**src/rtl/fir_pkg.sv**
```systemverilog
// -----------------------------------------------------------------------------
// fir_pkg
// Shared constants and types for the FIR requantizer slice.
//   IN_W / OUT_W : sample widths before and after requantization
//   COEF_SUM     : sum of the FIR taps (34+94+94+34); its log2 is the default
//                  right shift that restores unity gain
// -----------------------------------------------------------------------------
package fir_pkg;

    localparam int unsigned IN_W      = 16;
    localparam int unsigned OUT_W     = 8;
    localparam int unsigned COEF_SUM  = 256;
    localparam int unsigned SHIFT_DEF = $clog2(COEF_SUM);

    typedef logic [IN_W-1:0]  in_t;
    typedef logic [OUT_W-1:0] out_t;

    // Largest storable output, and the value upstream uses to flag its own
    // saturation.
    localparam out_t OUT_MAX     = '1;
    localparam in_t  IN_SAT_MARK = '1;

endpackage

```
**src/rtl/fir_requant_if.sv**
```systemverilog
// -----------------------------------------------------------------------------
// fir_requant_if
// Bundles both valid/ready streams of the requantizer.
//   in_data/in_valid/in_ready    : 16-bit filter samples in
//   out_data/out_valid/out_ready : 8-bit requantized samples out
// master = the environment (upstream source + downstream sink)
// slave  = the requantizer
// -----------------------------------------------------------------------------
interface fir_requant_if;
    import fir_pkg::*;

    logic [IN_W-1:0]  in_data;
    logic             in_valid;
    logic             in_ready;
    logic [OUT_W-1:0] out_data;
    logic             out_valid;
    logic             out_ready;

    modport master (
        output in_data, in_valid, out_ready,
        input  in_ready, out_data, out_valid
    );

    modport slave (
        input  in_data, in_valid, out_ready,
        output in_ready, out_data, out_valid
    );

endinterface

```
**src/rtl/fir_sfifo.sv**
```systemverilog
// -----------------------------------------------------------------------------
// fir_sfifo
// Synchronous FIFO, WIDTH bits x DEPTH entries (DEPTH a power of two >= 2).
//   clk, rst_n : clock, asynchronous active-low reset
//   i_flush    : synchronous clear; overrides a concurrent push/pop
//   i_push     : write i_wdata at the tail (ignored when full)
//   i_pop      : retire the head entry (ignored when empty)
//   o_rdata    : head entry, zero while empty
//   o_full     : occupancy == DEPTH
//   o_empty    : occupancy == 0
// -----------------------------------------------------------------------------
module fir_sfifo #(
    parameter int unsigned WIDTH = 8,
    parameter int unsigned DEPTH = 4
) (
    input  logic             clk,
    input  logic             rst_n,
    input  logic             i_flush,
    input  logic             i_push,
    input  logic [WIDTH-1:0] i_wdata,
    input  logic             i_pop,
    output logic [WIDTH-1:0] o_rdata,
    output logic             o_full,
    output logic             o_empty
);

    localparam int unsigned AW = $clog2(DEPTH);
    localparam int unsigned CW = AW + 1;
    localparam logic [CW-1:0] FULL_CNT = CW'(DEPTH);

    logic [WIDTH-1:0] r_mem [DEPTH];
    logic [AW-1:0]    r_wptr;
    logic [AW-1:0]    r_rptr;
    logic [CW-1:0]    r_count;

    logic w_push;
    logic w_pop;

    assign o_full  = (r_count == FULL_CNT);
    assign o_empty = (r_count == '0);
    assign w_push  = i_push && !o_full;
    assign w_pop   = i_pop && !o_empty;

    // Head is masked while empty so the output reads zero out of reset.
    assign o_rdata = o_empty ? '0 : r_mem[r_rptr];

    always_ff @(posedge clk) begin
        if (w_push && !i_flush) begin
            r_mem[r_wptr] <= i_wdata;
        end
    end

    // Pointers are exactly AW bits wide, so increments wrap modulo DEPTH.
    always_ff @(posedge clk or negedge rst_n) begin
        if (!rst_n) begin
            r_wptr  <= '0;
            r_rptr  <= '0;
            r_count <= '0;
        end else if (i_flush) begin
            r_wptr  <= '0;
            r_rptr  <= '0;
            r_count <= '0;
        end else begin
            if (w_push) r_wptr <= r_wptr + 1'b1;
            if (w_pop)  r_rptr <= r_rptr + 1'b1;
            case ({w_push, w_pop})
                2'b10:   r_count <= r_count + 1'b1;
                2'b01:   r_count <= r_count - 1'b1;
                default: r_count <= r_count;
            endcase
        end
    end

endmodule

```
**src/rtl/fir_requant.sv**
```systemverilog
// -----------------------------------------------------------------------------
// fir_requant
// Rounds FIR output samples back to 8 bits (add half LSB, shift right by
// SHIFT, saturate at 255), buffers them in a DEPTH-entry FIFO and counts
// clipped samples.
//   clk, rst_n : clock, asynchronous active-low reset
//   flush      : synchronous FIFO clear (clip count kept)
//   bus        : in_data/in_valid/in_ready and out_data/out_valid/out_ready
//   clip_cnt   : saturating count of pushed samples that clipped
// -----------------------------------------------------------------------------
module fir_requant
    import fir_pkg::*;
#(
    parameter int unsigned DEPTH = 4,
    parameter int unsigned SHIFT = SHIFT_DEF
) (
    input  logic             clk,
    input  logic             rst_n,
    input  logic             flush,
    fir_requant_if.slave     bus,
    output logic [OUT_W-1:0] clip_cnt
);

    localparam int unsigned SUM_W = IN_W + 1;
    typedef logic [SUM_W-1:0] sum_t;
    localparam sum_t ROUND = sum_t'(1) << (SHIFT - 1);

    sum_t       w_sum;
    sum_t       w_res;
    logic       w_over;
    logic       w_clip;
    out_t       w_q;
    logic       w_push;
    logic       w_pop;
    logic       w_full;
    logic       w_empty;
    out_t       r_clip_cnt;

    // One extra bit so the rounding add cannot overflow.
    assign w_sum  = {1'b0, bus.in_data} + ROUND;
    assign w_res  = w_sum >> SHIFT;
    assign w_over = (w_res > sum_t'(OUT_MAX));
    assign w_clip = w_over || (bus.in_data == IN_SAT_MARK);
    assign w_q    = w_over ? OUT_MAX : w_res[OUT_W-1:0];

    // Both handshake outputs come straight from FIFO occupancy state, so
    // there is no combinational path from out_ready to in_ready.
    assign bus.in_ready  = !w_full;
    assign bus.out_valid = !w_empty;
    assign w_push        = bus.in_valid && bus.in_ready;
    assign w_pop         = bus.out_valid && bus.out_ready;

    fir_sfifo #(
        .WIDTH (OUT_W),
        .DEPTH (DEPTH)
    ) u_fifo (
        .clk     (clk),
        .rst_n   (rst_n),
        .i_flush (flush),
        .i_push  (w_push),
        .i_wdata (w_q),
        .i_pop   (w_pop),
        .o_rdata (bus.out_data),
        .o_full  (w_full),
        .o_empty (w_empty)
    );

    // A push discarded by flush never reaches the FIFO, so it is not counted.
    always_ff @(posedge clk or negedge rst_n) begin
        if (!rst_n) begin
            r_clip_cnt <= '0;
        end else if (w_push && !flush && w_clip && (r_clip_cnt != OUT_MAX)) begin
            r_clip_cnt <= r_clip_cnt + 1'b1;
        end
    end

    assign clip_cnt = r_clip_cnt;

endmodule

```
**src/flat_wrapper.sv**
```systemverilog
// flat-port wrapper written by rule: the top's interface ports become plain ports
module fir_requant_flat import fir_pkg::*;
#(
    parameter int unsigned DEPTH = 4,
    parameter int unsigned SHIFT = SHIFT_DEF
)
  (clk, rst_n, flush, clip_cnt, bus_in_data, bus_in_valid, bus_out_ready, bus_in_ready, bus_out_data, bus_out_valid);
  fir_requant_if bus_i ();
  input  logic clk;
  input  logic rst_n;
  input  logic flush;
  output logic [OUT_W-1:0] clip_cnt;
  input wire logic [$bits(bus_i.in_data)-1:0] bus_in_data;
  input wire logic [$bits(bus_i.in_valid)-1:0] bus_in_valid;
  input wire logic [$bits(bus_i.out_ready)-1:0] bus_out_ready;
  output wire logic [$bits(bus_i.in_ready)-1:0] bus_in_ready;
  output wire logic [$bits(bus_i.out_data)-1:0] bus_out_data;
  output wire logic [$bits(bus_i.out_valid)-1:0] bus_out_valid;
  assign bus_i.in_data = bus_in_data;
  assign bus_i.in_valid = bus_in_valid;
  assign bus_i.out_ready = bus_out_ready;
  assign bus_in_ready = bus_i.in_ready;
  assign bus_out_data = bus_i.out_data;
  assign bus_out_valid = bus_i.out_valid;
  fir_requant #(.DEPTH(DEPTH), .SHIFT(SHIFT)) u_core (.clk(clk), .rst_n(rst_n), .flush(flush), .bus(bus_i), .clip_cnt(clip_cnt));
endmodule
```
**config.mk**
```make
export PLATFORM = sky130hd
export DESIGN_NAME = fir_requant_flat
export DESIGN_NICKNAME = d
export VERILOG_FILES = /design/src/rtl/fir_pkg.sv /design/src/rtl/fir_requant_if.sv /design/src/rtl/fir_sfifo.sv /design/src/rtl/fir_requant.sv /design/src/flat_wrapper.sv
export SDC_FILE = /design/constraint.sdc
export NUM_CORES = 1
export LEC_CHECK = 0
export BUFFER_PORTS_ARGS = -buffer_cell sky130_fd_sc_hd__clkbuf_2
export CAP_MARGIN = 0
export CORE_ASPECT_RATIO = 1.4
export CORE_MARGIN = 2
export CORE_UTILIZATION = 30
export CTS_BUF_LIST = sky130_fd_sc_hd__clkbuf_8
export DETAILED_ROUTE_END_ITERATION = 8
export HOLD_SLACK_MARGIN = 0.05
export PLACE_DENSITY = 0.46
export SKIP_LAST_GASP = 1
export SYNTH_ARGS = -nofsm -noshare
export SYNTH_HDL_FRONTEND = slang
export SYNTH_SLANG_ARGS = --single-unit
```
**constraint.sdc**
```tcl
create_clock -name clk -period 2.5 [get_ports clk]
set_clock_uncertainty 0.1 [all_clocks]
set_input_delay 0.125 -clock clk [delete_from_list [all_inputs] [get_ports clk]]
set_output_delay 0.125 -clock clk [all_outputs]
set_load 0.1 [all_outputs]
```
* After elaboration in Yosys (flattened, before gate mapping)
Memory sizes are Yosys's and may differ from the RTL's. Cells that the tools add are included.
Operators by class: order comparisons 1, mux-type cells 10, eq/ne operators 5, reduce and logical (&&, ||, !) cells 16, add/subtract/negate cells 6
Operator list (count):
- 16-bit by 8-bit adder with 17-bit output, second input constant | 1
- 16-bit == test, second input constant | 1
- 8-bit 2-to-1 mux | 2
- 9-bit by 8-bit > comparator with 1-bit output, second input constant | 1
- 8-bit by 1-bit adder with 8-bit output, second input constant | 1
- 1-bit logical AND | 8
- 2-bit 2-to-1 mux | 4
- 8-bit != test, second input constant | 1
- 3-bit one-hot mux with 2 select lines | 1
- 2-bit by 1-bit adder with 2-bit output, second input constant | 2
- 2-bit nonzero test | 2
- 3-bit by 1-bit adder with 3-bit output, second input constant | 1
- 3-bit == test, second input constant | 1
- 1-bit logical NOT | 3
- 3-bit logical NOT | 1
- 3-bit 2-to-1 mux | 1
- 3-bit nonzero test | 1
- 3-bit by 1-bit subtractor with 3-bit output, second input constant | 1
- 2-bit by 1-bit == test with 1-bit output, second input constant | 1
- 2-bit == test, second input constant | 1
- 1-bit 2-to-1 mux | 2
- 1-bit logical OR | 1
Storage, ports and cells: word-level logic and storage cells 43, input port bits 21, flip-flop bits (word level) 15, memories kept 1, memory bits (writable) 32
Memory list:
- u_core.u_fifo.r_mem | depth 4, bits a word 8, rd ports 1, clocked after Yosys merged registers in 0, wr ports 1, line fir_sfifo.sv:31 | logic [WIDTH-1:0] r_mem [DEPTH];

* Depth between registers and ports, before layout
Gate-level depths: netlist (run 1).
word-level depth 7, depth in mapped cells 8, depth with buffers taken out 8

* Modules after synthesis
From an unflattened synthesis (run 1), not the netlist that was laid out.
Unflattened totals: cells, all modules 178, area total of the unflattened synthesis 2417.3 um^2
Modules (own cells, without submodules):
- fir_sfifo | cells each 115, area each 1788.0 um^2, instances 1
- fir_requant | cells each 63, area each 629.4 um^2, instances 1

* Least setup slack after synthesis (run 1)
Ideal clock, no wire load.
path kind reg-to-reg, from register u_core.u_fifo.r_count[2], to register u_core.u_fifo.r_count[2], setup slack -0.021 ns, buffers on the path 0, required time 2.266 ns, arrival time 2.287 ns, stages on the path, launching flop included 8, cell sequence dfrtp_1 nor3b_2 inv_1 a21oi_1 fa_1 a211oi_1 o21ai_0 nor3b_1
Between the ends: cells in the longest elaborated chain, start to end 7, elaborated cells on any way between the ends 15, classes of those cells 2 x add/sub; 3 x eq/ne; 2 x mux; 8 x reduce/logical
Ends and longest elaborated chain:
- start, declared | line fir_sfifo.sv:34 | logic [CW-1:0] r_count;
- start signal, assigned | line fir_sfifo.sv:67 | 2'b10: r_count <= r_count + 1'b1;
- start signal, assigned | line fir_sfifo.sv:68 | 2'b01: r_count <= r_count - 1'b1;
- start signal, assigned | line fir_sfifo.sv:69 | default: r_count <= r_count;
- 3-bit == test (*) | line fir_sfifo.sv:39 | assign o_full = (r_count == FULL_CNT);
- 1-bit logical NOT (*) | line fir_requant.sv:48 | assign bus.in_ready = !w_full;
- via bus_in_ready | line flat_wrapper.sv:16 | output wire logic [$bits(bus_i.in_ready)-1:0] bus_in_ready;
- 1-bit logical AND | line fir_requant.sv:50 | assign w_push = bus.in_valid && bus.in_ready;
- 1-bit logical AND (*) | line fir_sfifo.sv:41 | assign w_push = i_push && !o_full;
- 2-bit by 1-bit == test with 1-bit output / 2-bit == test (equally long branches) | line fir_sfifo.sv:66 | case ({w_push, w_pop})
- 3-bit one-hot mux with 2 select lines | line fir_sfifo.sv:66
- 3-bit 2-to-1 mux | line fir_sfifo.sv:59 | end else if (i_flush) begin
Mark *: on every way through the listed nets, which the timed path passes. The rest lies on a longest branch. A chain may end at the register's enable or synchronous reset.

* Worst setup path in the final report (run 1)
from register u_core.u_fifo.r_count[1], to register u_core.u_fifo.r_count[2]
Between the ends: cells in the longest elaborated chain, start to end 7, elaborated cells on any way between the ends 15, classes of those cells 2 x add/sub; 3 x eq/ne; 2 x mux; 8 x reduce/logical
Ends and longest elaborated chain (line):
- 3-bit == test / 3-bit logical NOT (equally long branches) | fir_sfifo.sv:39, fir_sfifo.sv:40
- 1-bit logical NOT, on equally long branches
- 1-bit logical AND, on equally long branches | fir_requant.sv:50, fir_requant.sv:51
- 1-bit logical AND, on equally long branches | fir_sfifo.sv:41, fir_sfifo.sv:42
- 2-bit by 1-bit == test with 1-bit output / 2-bit == test (equally long branches) | fir_sfifo.sv:66
- 3-bit one-hot mux with 2 select lines | fir_sfifo.sv:66
- 3-bit 2-to-1 mux | fir_sfifo.sv:59
Several ways; a longest one is shown, not always the timed one.

==> run summary, run 1 <==
H-tree depth: 2
Cells after Synth: 169
Final ANT Viol Nets: 0
minimum clock period: 2140 ps
post-DP HPWL: 3.29 mm
Yosys reg bits: 47
clock transition at the registers of the reported paths: 100 ps
Cell Chain, Critical Path: nor3b_4 -> clkinvlp_4 -> a21oi_2 -> fa_1 -> nand2_1 -> nor3_1 -> o21ai_0 -> nor3b_1
area grow syn2layout: 18.8%
largest net degree at the start of global routing: 18
worst setup path category: flop to flop
Setup Fix Bufs, Post-CTS: 0
Max-Cap Viols: 0
CP max stage cell: dfrtp_1
initial antenna violation count: 0
Synth cell types: 38
Die W: 78.0 um
FMAX: 467 MHz
worst vdd ir: 0.416 mV
Antenna Cells: 0
CP Launch Type: flop
placed cells: 297
Worst path max stage delay: 480 ps
Clock Path Buffers: 2
Sink Count: 47
Total Nets Final: 239
setup tns final: 0 ps
asr flop ratio synth: 31.9%
arrival time at the worst endpoint: 2230 ps
Die Y: 108 um
first drt pass iteration count: 4
CTS buffer count: 5
Mean Syn Cell Area: 13.6 um^2
final setup fails: 0
overflow left after global routing: 0
status: completed
Routed WL: 4.43 mm
Ports: 39
via-per-instance ratio: 4.64
RSZ-0062 raised after global routing: false
share of layout cells above drive strength 1: 29.2%
area of the core: 7410 um^2
Leak: 1.06 nW
CP Max Fanout: 6
I/O Buffers: 31
Residual DRC: 0
Setup crit end kind: flop
latest clock arrival within the worst-skew pair: 300 ps
required time worst endpoint: 2580 ps
wire per inst: 14.3 um
CTS tree: built
Synth warnings: 0
vias in the first global route: 1526
Hold WC Path Type: primary input to flop
Final Non-Filler Cells: 309
clk root buf: clkbuf_8
first-pass GRT wire length: 7.45 mm
post-synthesis sequential area ratio: 58.1%
synthesized area: 2300 um^2
PostCTS Resize Cnt: 0
full die area: 8390 um^2
gr usage total: 11.7%
final worst-path cycle share: 85.7%
via count: 1435
Top FF cell, synth: edfxtp_1
std cell rows: 37
Rel. slew slack: 63.7%
reg2reg setup slack: 360 ps
initial core utilization: 31.0%
Syn Nets: 197
Final Slew Violations: 0
hold_buf cts: 4
Iteration-0 DRC Markers: 50
worst slew pin tran: 547 ps
Final Hold Fails: 0
final RePlAce weighted congestion: 0.676
Post-synth EDFFs: 32
power density over the cells: 958 nW/um^2
synth_stat cells, types with 3 or more instances:
master,count,area (um^2)
inv_1,5,18.8
nor2b_1,9,56.3
nand2b_1,4,25.0
nand2_1,15,56.3
xor2_1,4,35.0
xnor2_1,8,70.1
nand3_1,7,35.0
ha_1,6,75.1
mux4_2,8,180
nor2_1,7,26.3
and2_1,4,25.0
nand4_1,4,25.0
mux2_2,3,33.8
edfxtp_1,32,961
a21oi_1,5,25.0
nor3_1,8,40.0
dfrtp_1,15,375
worst max-delay path: cells and delay by family, from the launching register on:
kind                     cells  cell delay, ps
AO/OA/AOI/OAI                2             310
flip-flops                   1             480
adder cells (fa/ha/maj)      1             210
buffers and inverters        1             200
AND/OR/NAND/NOR              4             720
power by group:
group / switching, mW / internal (mW)
Clock: 0.277 / 0.207
Combinational: 0.898 / 0.274
Sequential: 0.0603 / 0.901
state kept, by name, summed over array words and instances, names as in the netlist:
| register | count |
|---|---|
| u_core.u_fifo.r_mem | 32 |
| u_core.clip_cnt | 8 |
| u_core.u_fifo.r_count | 3 |
| u_core.u_fifo.r_rptr | 2 |
| u_core.u_fifo.r_wptr | 2 |
cells in the final DEF (no fill, tap or decap), types with 5 or more instances in the layout:
cell type	instances
edfxtp_1	32
nor2b_1	9
ha_1	6
xnor2_1	8
nor2_1	7
clkbuf_2	31
clkbuf_8	5
nand3_1	7
nor3_1	8
nand2_1	15
dfrtp_1	15
mux4_2	8
through the flow:
step                hold slack [ps]  setup slack [ps]  total power, mW  utilization (%)  cell area [um^2]
CTS                             131               335             2.67             36.9              2730
floorplan                      -271              27.3             1.94                -              2310
global route                    155               148             2.76             36.9              2730
detailed placement            -28.7               371             2.17             35.0              2590
global placement              -25.6               372             2.17             35.0              2590
finish                          137               359             2.62             36.9              2730
cell type report:
class | count | area [um^2]
clock buffers | 5 | 68.8
clock inverters | 3 | 27.5
fillers | 778 | 4680
inverters | 5 | 22.5
multi-input cells | 113 | 930
flip-flops and latches | 47 | 1340
well taps | 97 | 121
repair buffers | 39 | 225
cell families after synthesis:
logic type / share of synthesized area, %
compound gates: 2.61
simple gates: 18.0
mux: 10.7
flops: 58.1
buf+inv: 1.85
xor+xnor: 4.57
fa+ha+maj: 4.14
per-layer routing:
metal / GRT usage (%) / vias to the layer above / share of wire, %
met5: 0 / - / 0
met3: 2.77 / 4 / 4.2
met4: 3.38 / 0 / 1.1
met1: 13.1 / 692 / 40
li1: - / 705 / -
met2: 21.9 / 34 / 55
path summary, 6_finish.rpt:
kind	start	endpoint	cells after the start
max	u_core.u_fifo.r_count[1]$_DFFE_PN0P_	u_core.u_fifo.r_count[2]$_DFFE_PN0P_	8
min	bus_in_data[12]	u_core.u_fifo.r_mem[0][4]$_DFFE_PP_	2
max reg2reg	u_core.u_fifo.r_count[1]$_DFFE_PN0P_	u_core.u_fifo.r_count[2]$_DFFE_PN0P_	8
min reg2reg	u_core.clip_cnt[7]$_DFFE_PN0P_	u_core.clip_cnt[7]$_DFFE_PN0P_	1
max in group asynchronous	rst_n	u_core.u_fifo.r_rptr[1]$_DFFE_PN0P_	2
min in group asynchronous	rst_n	u_core.clip_cnt[4]$_DFFE_PN0P_	2
No activity file was read; power rests on OpenSTA's default activity.
==> run 2, diff against run 1 <==
- ABC_AREA: not set -> 1
- CAP_MARGIN: 0 -> not set
==> run 2 against run 1 <==
Effect of this change:
- die area increased by 3.1%
- fmax fell by 5.8%
- via count up 22%
- non-clock buffer count shrank 3
- setup slack worse by 130 ps
- area after synthesis increased by 3.2%
- highest routed layer unchanged
==> run summary, run 2 <==
Cell Chain, Critical Path: clkinv_1 -> nor2_1 -> o21ai_0 -> a21oi_2 -> buf_4
Ports: 39 (unchanged)
Final Slew Violations: 0 (unchanged)
placed cell areas: 2690 um^2 (+3.8%)
I/O Buffers: 31 (unchanged)
Yosys reg bits: 47 (unchanged)
asr flop ratio synth: 31.9% (unchanged)
Setup crit end kind: output pin
Worst path max stage delay: 570 ps (+90 ps)
power density over the cells: 1080 nW/um^2 (+13%)
first-pass GRT wire length: 8.24 mm (+11%)
RSZ-0062 raised after global routing: false
wire per inst: 12.7 um (-12%)
initial antenna violation count: 0 (unchanged)
FF-to-FF path depth: 6 (-2)
area grow syn2layout: 20.6%
worst vdd ir: 0.461 mV (+11%)
post-synthesis sequential area ratio: 56.3% (-1.8 points)
Antenna Cells: 0 (unchanged)
reg2reg setup slack: 480 ps (+120 ps)
CP Launch Type: flop
arrival time at the worst endpoint: 2050 ps (-180 ps)
initial core utilization: 30.8% (-0.23 points)
FF-to-FF End: u_core.u_fifo.r_mem[3][6]$_DFFE_PP_
required time worst endpoint: 2280 ps (-300 ps)
setup tns final: 0 ps (unchanged)
final RePlAce weighted congestion: 0.709 (+4.8%)
largest net degree at the start of global routing: 18 (unchanged)
full die area: 8640 um^2 (+3.1%)
FMAX: 440 MHz (-5.8%)
worst setup path category: flop to output pin
Fin Hold WS: 86.9 ps (-50.6 ps)
Hold Startpoint: bus_in_valid
latest clock arrival within the worst-skew pair: 300 ps (about the same)
worst slack at placement: 492 ps (+121 ps)
Tot Pwr: 3.10 mW (+18%)
Leak: 1.26 nW (+19%)
Reg-to-Reg Start: u_core.u_fifo.r_count[0]$_DFFE_PN0P_
worst slew pin tran: 884 ps (+338 ps)
Biggest register: u_core.u_fifo.r_mem
Rel. slew slack: 40.8% (-23 points)
std cell rows: 38 (+2.7%)
Syn Nets: 282 (+43%)
Setup Fix Bufs, Post-CTS: 0 (unchanged)
final setup fails: 0 (unchanged)
Die W: 79.2 um (+1.5%)
Final ANT Viol Nets: 0 (unchanged)
minimum clock period: 2270 ps (+133 ps)
clk root buf: clkbuf_8
first drt pass iteration count: 4 (unchanged)
overflow left after global routing: 0 (unchanged)
clock transition at the registers of the reported paths: 90 ps (about the same)
Post-synth EDFFs: 32 (unchanged)
Cells after Synth: 254 (+50%)
Hold Path End: u_core.u_fifo.r_wptr[0]$_DFFE_PN0P_
leading area contributor after synthesis: edfxtp_1
final core occ: 37.1% (+0.26 points)
Max-Cap Viols: 0 (unchanged)
most frequent cells in the layout: 51 x nand2_1, 43 x nor2_1, 32 x edfxtp_1
CP Max Fanout: 10 (+4)
Synth warnings: 0 (unchanged)
share of the synthesized area in the top cell type: 40.5% (-1.3 points)
critical path buffer and inverter count: 2 (+1)
Final Non-Filler Cells: 393 (+27%)
count leader, synth: nand2_1
via-per-instance ratio: 4.47 (-3.8%)
Worst Setup Slack, final: 226 ps (-133 ps)
share of layout cells above drive strength 1: 20.8% (-8.4 points)
vias in the first global route: 1687 (+11%)
leading cell type in the layout, fill and taps excluded: nand2_1
area of the core: 7700 um^2 (+4.0%)
Worst path top cell family by delay: buffers and inverters
Synth cell types: 28 (-26%)
CTS buffer count: 5 (unchanged)
Clock Path Buffers: 2 (unchanged)
H-tree depth: 2 (unchanged)
post-DP HPWL: 3.57 mm (+8.7%)
final worst-path cycle share: 91.0% (+5.3 points)
gr usage total: 12.6% (+0.84 points)
Post-Layout Inst Area: 2860 um^2 (+4.7%)
Routed WL: 4.98 mm (+12%)
CTS tree: built
Sink Count: 47 (unchanged)
Top FF cell, synth: edfxtp_1
Hold WC Path Type: primary input to flop
synthesized area: 2370 um^2 (+3.2%)
Residual DRC: 0 (unchanged)
via count: 1756 (+22%)
placed cells: 382 (+29%)
top cell types by occurrence after synthesis: 51 x nand2_1, 43 x nor2_1, 32 x edfxtp_1, 23 x inv_1, 23 x o21ai_0
PostCTS Resize Cnt: 0 (unchanged)
hold path cells: 4 (+2)
synth top area cells: edfxtp_1 41%, dfrtp_1 16%, nand2_1 8.1%
Die Y: 109 um (+1.5%)
Total Nets Final: 320 (+34%)
Mean Syn Cell Area: 9.34 um^2 (-31%)
Final Hold Fails: 0 (unchanged)
max reg flops: 32 (unchanged)
hold_buf cts: 3 (-1)
status: completed
Iteration-0 DRC Markers: 150 (+200%)
CP max stage cell: dfrtp_1
==> run 2: cell types whose count changed in the layout (fill, tap and decap cells not counted), moves of 7 or more <==
cell	before	now
mux4_2	8	0
nor2_1	7	43
nor2b_1	9	0
clkbuf_2	31	23
nand2_1	15	51
inv_1	4	23
o21ai_0	1	23
a21oi_2	1	8
==> run 2: logic make-up after synthesis <==
kind of cell / share of synthesized area (%)
AND/OR/NAND/NOR: 24.1
AO/OA/AOI/OAI: 7.86
XOR/XNOR: 2.58
flip-flops: 56.3
adder cells (fa/ha/maj): 4.01
buffers and inverters: 5.12
==> run 2: worst min-delay path, stage by stage <==
cell,delay (ps)
clkbuf_2,100
nand2_2,80
nand2_1,80
o21ai_0,70
==> run 2: cell type report <==
cell class	instances	area (um^2)
sequential	47	1340
fill	796	4840
clock buffer	5	68.8
inverter	26	97.6
timing repair buffer	36	220
clock inverter	3	67.6
multi-input combinational	176	945
tap	100	125
==> run 2: how the worst max path moves through the flow <==
stage	startpoint	to	slack [ps]	depth (start not counted)
floorplan	u_core.u_fifo.r_count[0]$_DFFE_PN0P_	bus_out_data[0]	-190	4
global placement	u_core.u_fifo.r_count[0]$_DFFE_PN0P_	u_core.u_fifo.r_mem[1][2]$_DFFE_PP_	450	6
detailed placement	u_core.u_fifo.r_count[1]$_DFFE_PN0P_	u_core.u_fifo.r_count[2]$_DFFE_PN0P_	490	11
CTS	u_core.u_fifo.r_rptr[1]$_DFFE_PN0P_	bus_out_data[7]	170	5
global route	u_core.u_fifo.r_rptr[1]$_DFFE_PN0P_	bus_out_data[4]	70	5
finish	u_core.u_fifo.r_rptr[1]$_DFFE_PN0P_	bus_out_data[4]	230	5
==> run 2: layer usage <==
metal  track usage (%)  share of wire, %
met5                 0                 0
met4              4.43               1.5
met3              2.24               2.8
met2              22.9                53
met1              14.7                43
==> run 2: where the power goes <==
group          internal, mW  switching, mW
clock                 0.399          0.270
sequential            0.898         0.0620
combinational         0.291           1.18
